$ cat config.mk
export PLATFORM = sky130hd
export DESIGN_NAME = coax_transaction_sequencer
export DESIGN_NICKNAME = d
export VERILOG_FILES = /design/src/rtl/coax_transaction_sequencer.sv
export SDC_FILE = /design/constraint.sdc
export NUM_CORES = 1
export LEC_CHECK = 0
export ABC_AREA = 0
export CAP_MARGIN = 20
export CELL_PAD_IN_SITES_DETAIL_PLACEMENT = 1
export CELL_PAD_IN_SITES_GLOBAL_PLACEMENT = 1
export CORE_MARGIN = 1.5
export CORE_UTILIZATION = 35
export CTS_CLUSTER_DIAMETER = 150
export CTS_CLUSTER_SIZE = 28
export DETAILED_ROUTE_END_ITERATION = 8
export PLACE_DENSITY = 0.86
export SYNTH_ARGS = -nofsm -noshare
export SYNTH_HDL_FRONTEND = slang
export SYNTH_SLANG_ARGS = --single-unit
$ cat constraint.sdc
create_clock -name clk -period 2.4 [get_ports clk]
set_clock_uncertainty 0.05 [all_clocks]
set_input_delay 0.24 -clock clk [delete_from_list [all_inputs] [get_ports clk]]
set_output_delay 0.24 -clock clk [all_outputs]
set_load 0.02 [all_outputs]
$ cat src/rtl/coax_transaction_sequencer.sv
// Runs one coax command/response transaction: loads a frame into TX, starts it, times the reply, reports a result.
// Optional `COAX_SEQ_RX_FLUSH_EN: pulse rx_reset together with tx_start_strobe to discard stale RX data.
module coax_transaction_sequencer #(
  parameter int RESPONSE_TIMEOUT = 600,
  parameter int TX_STALL_CYCLES  = 64
) (
  input  logic       clk,
  input  logic       reset_n,
  input  logic [9:0] cmd_data,
  input  logic       cmd_valid,
  input  logic       cmd_last,
  output logic       cmd_ready,
  input  logic       abort,
  output logic [9:0] tx_data,
  output logic       tx_load_strobe,
  output logic       tx_start_strobe,
  output logic       tx_reset,
  input  logic       tx_active,
  input  logic       tx_full,
  output logic       rx_reset,
  input  logic       rx_active,
  input  logic       rx_error,
  output logic       busy,
  output logic       done,
  output logic [1:0] result
);

  localparam int CNT_MAX = (RESPONSE_TIMEOUT > TX_STALL_CYCLES) ? RESPONSE_TIMEOUT : TX_STALL_CYCLES;
  localparam int CW      = $clog2(CNT_MAX + 1);

  localparam logic [CW-1:0] RESP_LOAD  = CW'(RESPONSE_TIMEOUT);
  localparam logic [CW-1:0] STALL_LOAD = CW'(TX_STALL_CYCLES);
  localparam logic [CW-1:0] CNT_ONE    = CW'(1);

  localparam logic [1:0] RES_OK       = 2'd0;
  localparam logic [1:0] RES_TIMEOUT  = 2'd1;
  localparam logic [1:0] RES_RX_ERROR = 2'd2;
  localparam logic [1:0] RES_ABORTED  = 2'd3;

  typedef enum logic [2:0] {
    IDLE, LOAD, START, TX_WAIT, RX_WAIT, RX_RECV, DONE
  } state_t;

  state_t        state, state_nxt;
  logic [CW-1:0] cnt, cnt_nxt, cnt_dec;
  logic          tx_seen, tx_seen_nxt;
  logic [1:0]    result_nxt;
  logic          accept, abort_hit, flush_q;

  assign cmd_ready = reset_n && ((state == IDLE) || (state == LOAD)) && !tx_full;
  assign accept    = cmd_valid && cmd_ready;
  assign abort_hit = reset_n && abort && (state != IDLE);
  assign cnt_dec   = (cnt != '0) ? (cnt - CNT_ONE) : cnt;
  assign busy      = (state != IDLE);
  assign done      = (state == DONE);
  assign tx_reset  = abort_hit;
  assign rx_reset  = abort_hit || flush_q;

  // Timeouts leave the wait state on the same edge the counter steps to zero.
  always_comb begin
    state_nxt   = state;
    cnt_nxt     = cnt;
    tx_seen_nxt = tx_seen;
    result_nxt  = result;
    case (state)
      IDLE: if (accept) state_nxt = cmd_last ? START : LOAD;
      LOAD: if (accept && cmd_last) state_nxt = START;
      START: begin
        cnt_nxt     = STALL_LOAD;
        tx_seen_nxt = 1'b0;
        state_nxt   = TX_WAIT;
      end
      TX_WAIT: begin
        if (!tx_seen) begin
          if (tx_active) begin
            tx_seen_nxt = 1'b1;
          end else begin
            cnt_nxt = cnt_dec;
            if (cnt <= CNT_ONE) begin
              state_nxt  = DONE;
              result_nxt = RES_TIMEOUT;
            end
          end
        end else if (!tx_active) begin
          cnt_nxt   = RESP_LOAD;
          state_nxt = RX_WAIT;
        end
      end
      RX_WAIT: begin
        if (rx_error) begin
          state_nxt  = DONE;
          result_nxt = RES_RX_ERROR;
        end else if (rx_active) begin
          state_nxt = RX_RECV;
        end else begin
          cnt_nxt = cnt_dec;
          if (cnt <= CNT_ONE) begin
            state_nxt  = DONE;
            result_nxt = RES_TIMEOUT;
          end
        end
      end
      RX_RECV: begin
        if (rx_error) begin
          state_nxt  = DONE;
          result_nxt = RES_RX_ERROR;
        end else if (!rx_active) begin
          state_nxt  = DONE;
          result_nxt = RES_OK;
        end
      end
      DONE: begin
        tx_seen_nxt = 1'b0;
        state_nxt   = IDLE;
      end
      default: state_nxt = IDLE;
    endcase
    if (abort_hit) begin
      state_nxt  = DONE;
      result_nxt = RES_ABORTED;
    end
  end

  always_ff @(posedge clk) begin
    if (!reset_n) begin
      state           <= IDLE;
      cnt             <= '0;
      tx_seen         <= 1'b0;
      result          <= RES_OK;
      tx_data         <= '0;
      tx_load_strobe  <= 1'b0;
      tx_start_strobe <= 1'b0;
      flush_q         <= 1'b0;
    end else begin
      state           <= state_nxt;
      cnt             <= cnt_nxt;
      tx_seen         <= tx_seen_nxt;
      result          <= result_nxt;
      tx_load_strobe  <= accept;
      if (accept) tx_data <= cmd_data;
      // Registered so the start follows the final load strobe by one cycle.
      tx_start_strobe <= (state == START) && !abort_hit;
`ifdef COAX_SEQ_RX_FLUSH_EN
      flush_q         <= (state == START) && !abort_hit;
`else
      flush_q         <= 1'b0;
`endif
    end
  end

endmodule

==> impl_summary.md <==
Run status
The run finished with clean final reports.

STA
For this run, the top clock speed supported by timing is about 430 MHz. After layout, the worst setup slack is roughly 0.093 ns. The final period demand of the worst path is 2.31 ns. The portion of the clock cycle consumed by the worst path in the final layout is between 90% and 100%. Setup repair after global routing left no endpoint under its margin. The final count of hold timing violations came to 0. The total count of max-transition violations in the final report came to 0. The final setup TNS is 0 ns.

On the final layout, the worst hold slack is ~0.41 ns. Setup violations remaining at the end of the flow were counted as 0. At the pin with the least slew margin, the transition time is 0.522 ns. In this run the tightest slew margin relative to its limit is around 65%.

Floorplanning
Once the floorplan was initialized, standard cells occupied ~37% of the core. The floorplan step defined a die boundary enclosing around 5000 um2. In this run the horizontal extent of the chip is a little over 70 um. The count of boundary I/O pins is 38.

The total number of placement rows is 24. From bottom edge to top edge, the die measures about 71 um. The core region is around 4400 um2.

Placement
Including well taps, the total number of placed cells is around 300. The HPWL reported at the end of detailed placement is 3.70 mm. The final weighted congestion of routability-driven global placement is ~0.89.

The post-detailed-placement cell area is ~2100 um2. Prior to clock tree synthesis, the placed netlist has a worst setup slack of about 0.20 ns. In this run the tool buffered the top-level ports with 37 buffer cells.

Global routing
The largest net degree at the start of global routing is 18. The first global-routing pass estimated just over 8 mm of wire. In the global route stage, overall resource usage came out at just over 20%. The total congestion overflow after global routing is 0.

The initial antenna violation count is 0. The via count of the first global-routing pass is 1733.

Cells and area
From synthesis to final layout, the design area changed by 33.5%. At the end of the flow the core is filled with cells to a little under 50%. The layout net count is roughly 270.

The antenna cell count is 0. The share of cells above drive strength 1 is 8.03%. The finished layout holds 301 standard cells, fillers aside. The top cell types in the final layout, fill and taps aside, are clkdlybuf4s50_1 (37), nand2_1 (35), dfxtp_1 (25). The filler cells instantiated in the layout total roughly 570. The most common library cell in the layout ignoring fill and taps is clkdlybuf4s50_1. After routing the design area is 2140 um2.

Power and ir drop
In this run the power density over the cells is between 1000 and 1500 nW/um2. The design draws 2.53 mW. The leakage component of the power is slightly above 0.8 nW. The worst-case IR drop observed on VDD is roughly 0.61 mV.

Logic synthesis
The summed instance area of the synthesized netlist is 1600 um2. The register bit count reported by yosys is 28. Of all flip-flops after synthesis, the portion carrying an async set or reset was 0%.

In this run the biggest area consumer among cell types represents between 30% and 40% of the synthesized area. The cell count after synthesis came out at 209. Summed over all instances, the cell type with the most area after synthesis is dfxtp_1. Yosys mapped a number of flops with a built-in enable equal to 0.

In the post-synthesis netlist, the biggest area contributors are dfxtp_1 (35%), nand2_1 (8.2%), a21oi_1 (7.2%). After synthesis, flip-flops and latches occupy between 30% and 40% of the total area. The predominant post-synthesis flop cell is dfxtp_1. For this run, the number of Yosys warnings is 0. The unique cell type count in the Yosys netlist is 54. The mean instance size in the synthesized netlist is ~7.7 um2. The number of nets handed over by synthesis was 231.

Setup path
The critical path's slowest cell is clkdlybuf4s50_1. The worst setup path is launched from a flip-flop. The category of the critical setup timing path is reg -> out. The signal on the critical path passes through buf_4, or3_1, nand2_1, nor2_1, clkdlybuf4s50_1.

On the worst path, the slowest cell contributes a delay of 0.54 ns. The worst setup path is captured at a primary output. Broken down by cell family, the worst path's largest delay share belongs to buffers and inverters. The critical path contains buffers and inverters numbering 2 combined. The highest fanout seen on the critical path is 9. At the worst endpoint, the required time is between 2 and 2.5 ns. The signal arrival time at the worst endpoint is between 2 and 2.5 ns.

Clocking
TritonCTS built the clock tree. In this run the number of H-tree levels came out at 1. The clock transition at the registers of the reported paths is roughly 0.11 ns. CTS placed an instance of clkbuf_8 at the clock tree root. The number of sinks on the clock net is 28.

The clock passes through at most 2 buffers. For the worst-skew pair, the clock arrives at the later sink with an insertion delay of about 0.28 ns. Clock tree synthesis inserted a total of 3 buffers.

Job
Max-cap violations in this run came to 0.

Drt
The count of nets left with antenna violations once routing finished came out at 0. Dividing the detail-routed wire length by the instance count gives 16.5 um. In the routed design, unresolved DRC markers number 0. After detailed routing, the total wire length is ~5 mm.

The routed layout has between 1500 and 2000 vias. The detailed router's first-iteration violation count is between 70 and 80. The number of iterations in the first detailed-routing pass is 4. In the routed layout, each cell is associated on average with a via count of approximately 5.7.

Hold path
The worst hold-check path type is reg -> reg.
metal layers:
metal / wire length (um) / up-vias / global-route usage [%]
met2: 2580 / 31 / 37.6
met4: 92 / 0 / 6.08
met5: 0 / - / 0
met3: 115 / 8 / 2.99
li1: - / 843 / -
met1: 2190 / 828 / 24.0
worst paths after layout:
path,startpoint,end,slack (ns),cells after the start
setup / recovery,state[2]$_SDFFE_PN0P_,rx_reset,0.09,5
hold / removal,tx_data[0]$_SDFFE_PN0P_,tx_data[0]$_SDFFE_PN0P_,0.41,2
setup reg to reg,cnt[0]$_SDFFE_PN0P_,cnt[3]$_SDFFE_PN0P_,0.33,6
hold reg to reg,tx_data[0]$_SDFFE_PN0P_,tx_data[0]$_SDFFE_PN0P_,0.41,2
cells in the mapped netlist (2+ instances only):
cell type and n:
nor4_1 4, nand2b_1 3, nor2_1 11, nor2b_1 7, ha_1 3, o21ai_0 12
a21oi_1 23, a211oi_1 2, o31ai_1 2, a21o_1 2, and3_1 3, a31oi_1 4
or4_1 2, nand4_1 2, clkbuf_1 8, o211ai_1 2, and3b_1 2, nand3_1 3
nand3b_1 2, inv_1 9, or3_1 3, nand2_1 35, or4b_1 2, dfxtp_1 28
nor3_1 6
worst reg2reg max path, delay by kind of cell, from the launching register on:
| kind | cells | cell delay (ns) |
|---|---|---|
| AOI/OAI and AO/OA | 3 | 0.63 |
| buffers and inverters | 1 | 0.11 |
| DFF | 1 | 0.37 |
| adders and majority gates | 1 | 0.29 |
| and+or+nand+nor | 1 | 0.52 |
repair_timing:
item,4_1_cts,5_1_grt
hold buffers,0,0
endpoints found under the setup margin,0,2
resized for setup,0,3
endpoints found under the hold margin,0,0
setup buffers,0,0
area by class of cell:
class / count / area, um2 / area share [%]
Sequential cell: 28 / 564 / 26.4
Multi-Input combinational cell: 162 / 963 / 45.1
Clock buffer: 3 / 41.3 / 1.93
Inverter: 9 / 33.8 / 1.58
Clock inverter: 1 / 30.0 / 1.41
Tap cell: 52 / 65.1 / 3.05
Timing Repair Buffer: 46 / 438 / 20.5
flip-flops by register name (all words and copies together) (netlist names):
register	flops
tx_seen	1
tx_start_strobe	1
state	3
tx_data	10
result	2
cnt	10
tx_load_strobe	1
where the power goes:
group          switching [mW]  total [mW]  internal (mW)
logic                   0.825        1.45          0.621
registers               0.136       0.702          0.565
clock network           0.161       0.385          0.223
total                    1.12        2.53           1.41
logic make-up after synthesis:
group / Yosys count / synth area share (%)
DFF: 28 / 35.0
AOI/OAI and AO/OA: 64 / 26.0
xor gates and xnor gates: 1 / 0.547
and+or+nand+nor: 94 / 31.4
buffers and inverters: 19 / 4.77
adders and majority gates: 3 / 2.35
Note: power is estimated with default switching activity, not from simulation.
==> RTL edit (config.mk and constraints unchanged) <==
`RESPONSE_TIMEOUT`: 600 -> 1200.
--- a/src/rtl/coax_transaction_sequencer.sv
+++ b/src/rtl/coax_transaction_sequencer.sv
@@ -3,3 +3,3 @@
 module coax_transaction_sequencer #(
-  parameter int RESPONSE_TIMEOUT = 600,
+  parameter int RESPONSE_TIMEOUT = 1200,
   parameter int TX_STALL_CYCLES  = 64
Formal check against the unedited RTL: same outputs for any inputs over 10 cycles, from zero or initial values and one cycle with reset_n low; that may be too few to reach the edited logic, so the function may still have changed.
==> RTL edit against the unedited design <==
  * Largest cell class unchanged
  * Sequential cell count grew 1
  * Wire length grew 5.5%
  * Critical path depth decreased by 1
  * Worst hold slack better by 0.035 ns
  * Synthesized cell count decreased by 3.8%
  * Area after synthesis increased by 4.6%
  * Critical endpoint is now cmd_ready
  * Global-route usage is 1.5 points higher
  * Setup slack improved by 0.019 ns
  * Highest routed layer unchanged
  * Power is 25% higher
  * Combinational power up 28%
  * Final area increased by 7.3%
==> RTL edit: results (changes against the unedited design) <==
Logic synthesis
  • Top cells by count, synth: dfxtp_1, nor2_1, o21ai_0
  • Yosys cell types: 58 (+7.4%)
  • Synth top area share: 0.347 (-0.00349)
  • Register area share after synthesis: 0.347 (-0.00349)
  • Post-Syn Nets: 222 (-3.9%)
  • Largest cells by area after synthesis: dfxtp_1, mux2i_1, nor2_1, o21ai_0, a21oi_1

Placed design
  • RePlAce Congestion: 0.856 (-3.6%)
  • Placed Area: 0.00217 mm² (+5.3%)
  • Final HPWL DP: 3920 µm (+5.9%)

Critical path
  • Max FO, Critical Path: 13 (+4)
  • Crit path largest cell delay: 0.63 ns (+0.09 ns)

Final layout
  • Largest regs: cnt (11), tx_data (10), state (3)
  • Final Net Count: 270 (-0.74%)
  • Layout cell share with drive strength beyond 1: 0.120 (+0.0397)

Power and ir drop
  • Peak VDD IR: 687 µV (+12%)
  • Pleak: 0.854 nW (+6.0%)

Drt
  • Starting DRC count in detailed routing: 72 (+1.4%)
  • Final WL: 5250 µm (+5.5%)
  • Vias: 1726 (+0.94%)

Clocking
  • Reg clk slew, reported paths: 0.08 ns (-0.03 ns)
  • Post-CTS Setup Inserts: 0 (unchanged)
  • Clock latency at the later pin of the worst-skew pair: 0.29 ns

GRT
  • Wire length of the first global-routing pass: 8780 µm (+7.3%)
  • Global-route usage over all layers: 0.218 (+0.0155)

Timing
  • Worst rel slew slack: 0.686 (+0.0341)

Status
  • Status: finished clean
-- RTL edit: cell type report --
| cell class | instances | area, µm² |
|---|---|---|
| clock buffers | 6 | 82.6 |
| clock inverters | 2 | 37.5 |
| fillers | 542 | 2180 |
| inverters | 10 | 37.5 |
| multi-input cells | 152 | 1010 |
| flip-flops and latches | 29 | 581 |
| well taps | 52 | 65.1 |
| repair buffers | 51 | 475 |
-- RTL edit: metrics by stage --
stage	total power, W	utilization	setup WS, ns	std cells	hold slack, ns
after CTS	0.00318	0.512	0.113	302	0.451
after floorplan	0.00195	-	0.544	201	0.269
after detailed placement	0.00260	0.485	0.267	294	0.432
final	0.00317	0.512	0.112	302	0.444
after global placement	0.00254	0.485	0.286	294	0.420
after global routing	0.00339	0.512	0.0359	302	0.474
-- RTL edit: final timing paths --
path | start | end | slack [ns] | depth (start not counted)
hold reg to reg | tx_data[7] | tx_data[7] | 0.44 | 2
setup / recovery | state[1] | cmd_ready | 0.11 | 4
hold / removal | tx_data[7] | tx_data[7] | 0.44 | 2
setup reg to reg | state[2] | cnt[3] | 0.26 | 5
-- RTL edit: per-layer routing --
layer | part of all wire | track usage
met5 | 0 | 0
met4 | 0.0080 | 0.0608
met3 | 0.052 | 0.0556
met2 | 0.51 | 0.384
met1 | 0.43 | 0.263
-- RTL edit: logic make-up (layout without fill, tap and decap cells) --
family / count (synthesis) / after routing / synth area share
mux: 12 / 12 / 0.0725
buf+inv: 20 / 69 / 0.0486
fa+ha+maj: 2 / 2 / 0.0149
flops: 29 / 29 / 0.347
compound gates: 62 / 62 / 0.254
simple gates: 76 / 76 / 0.263
-- RTL edit: power breakdown --
part	internal, W	switching (W)
logic	0.000859	0.000999
registers	0.000596	0.000175
clock network	0.000337	0.000204
total	0.00179	0.00138
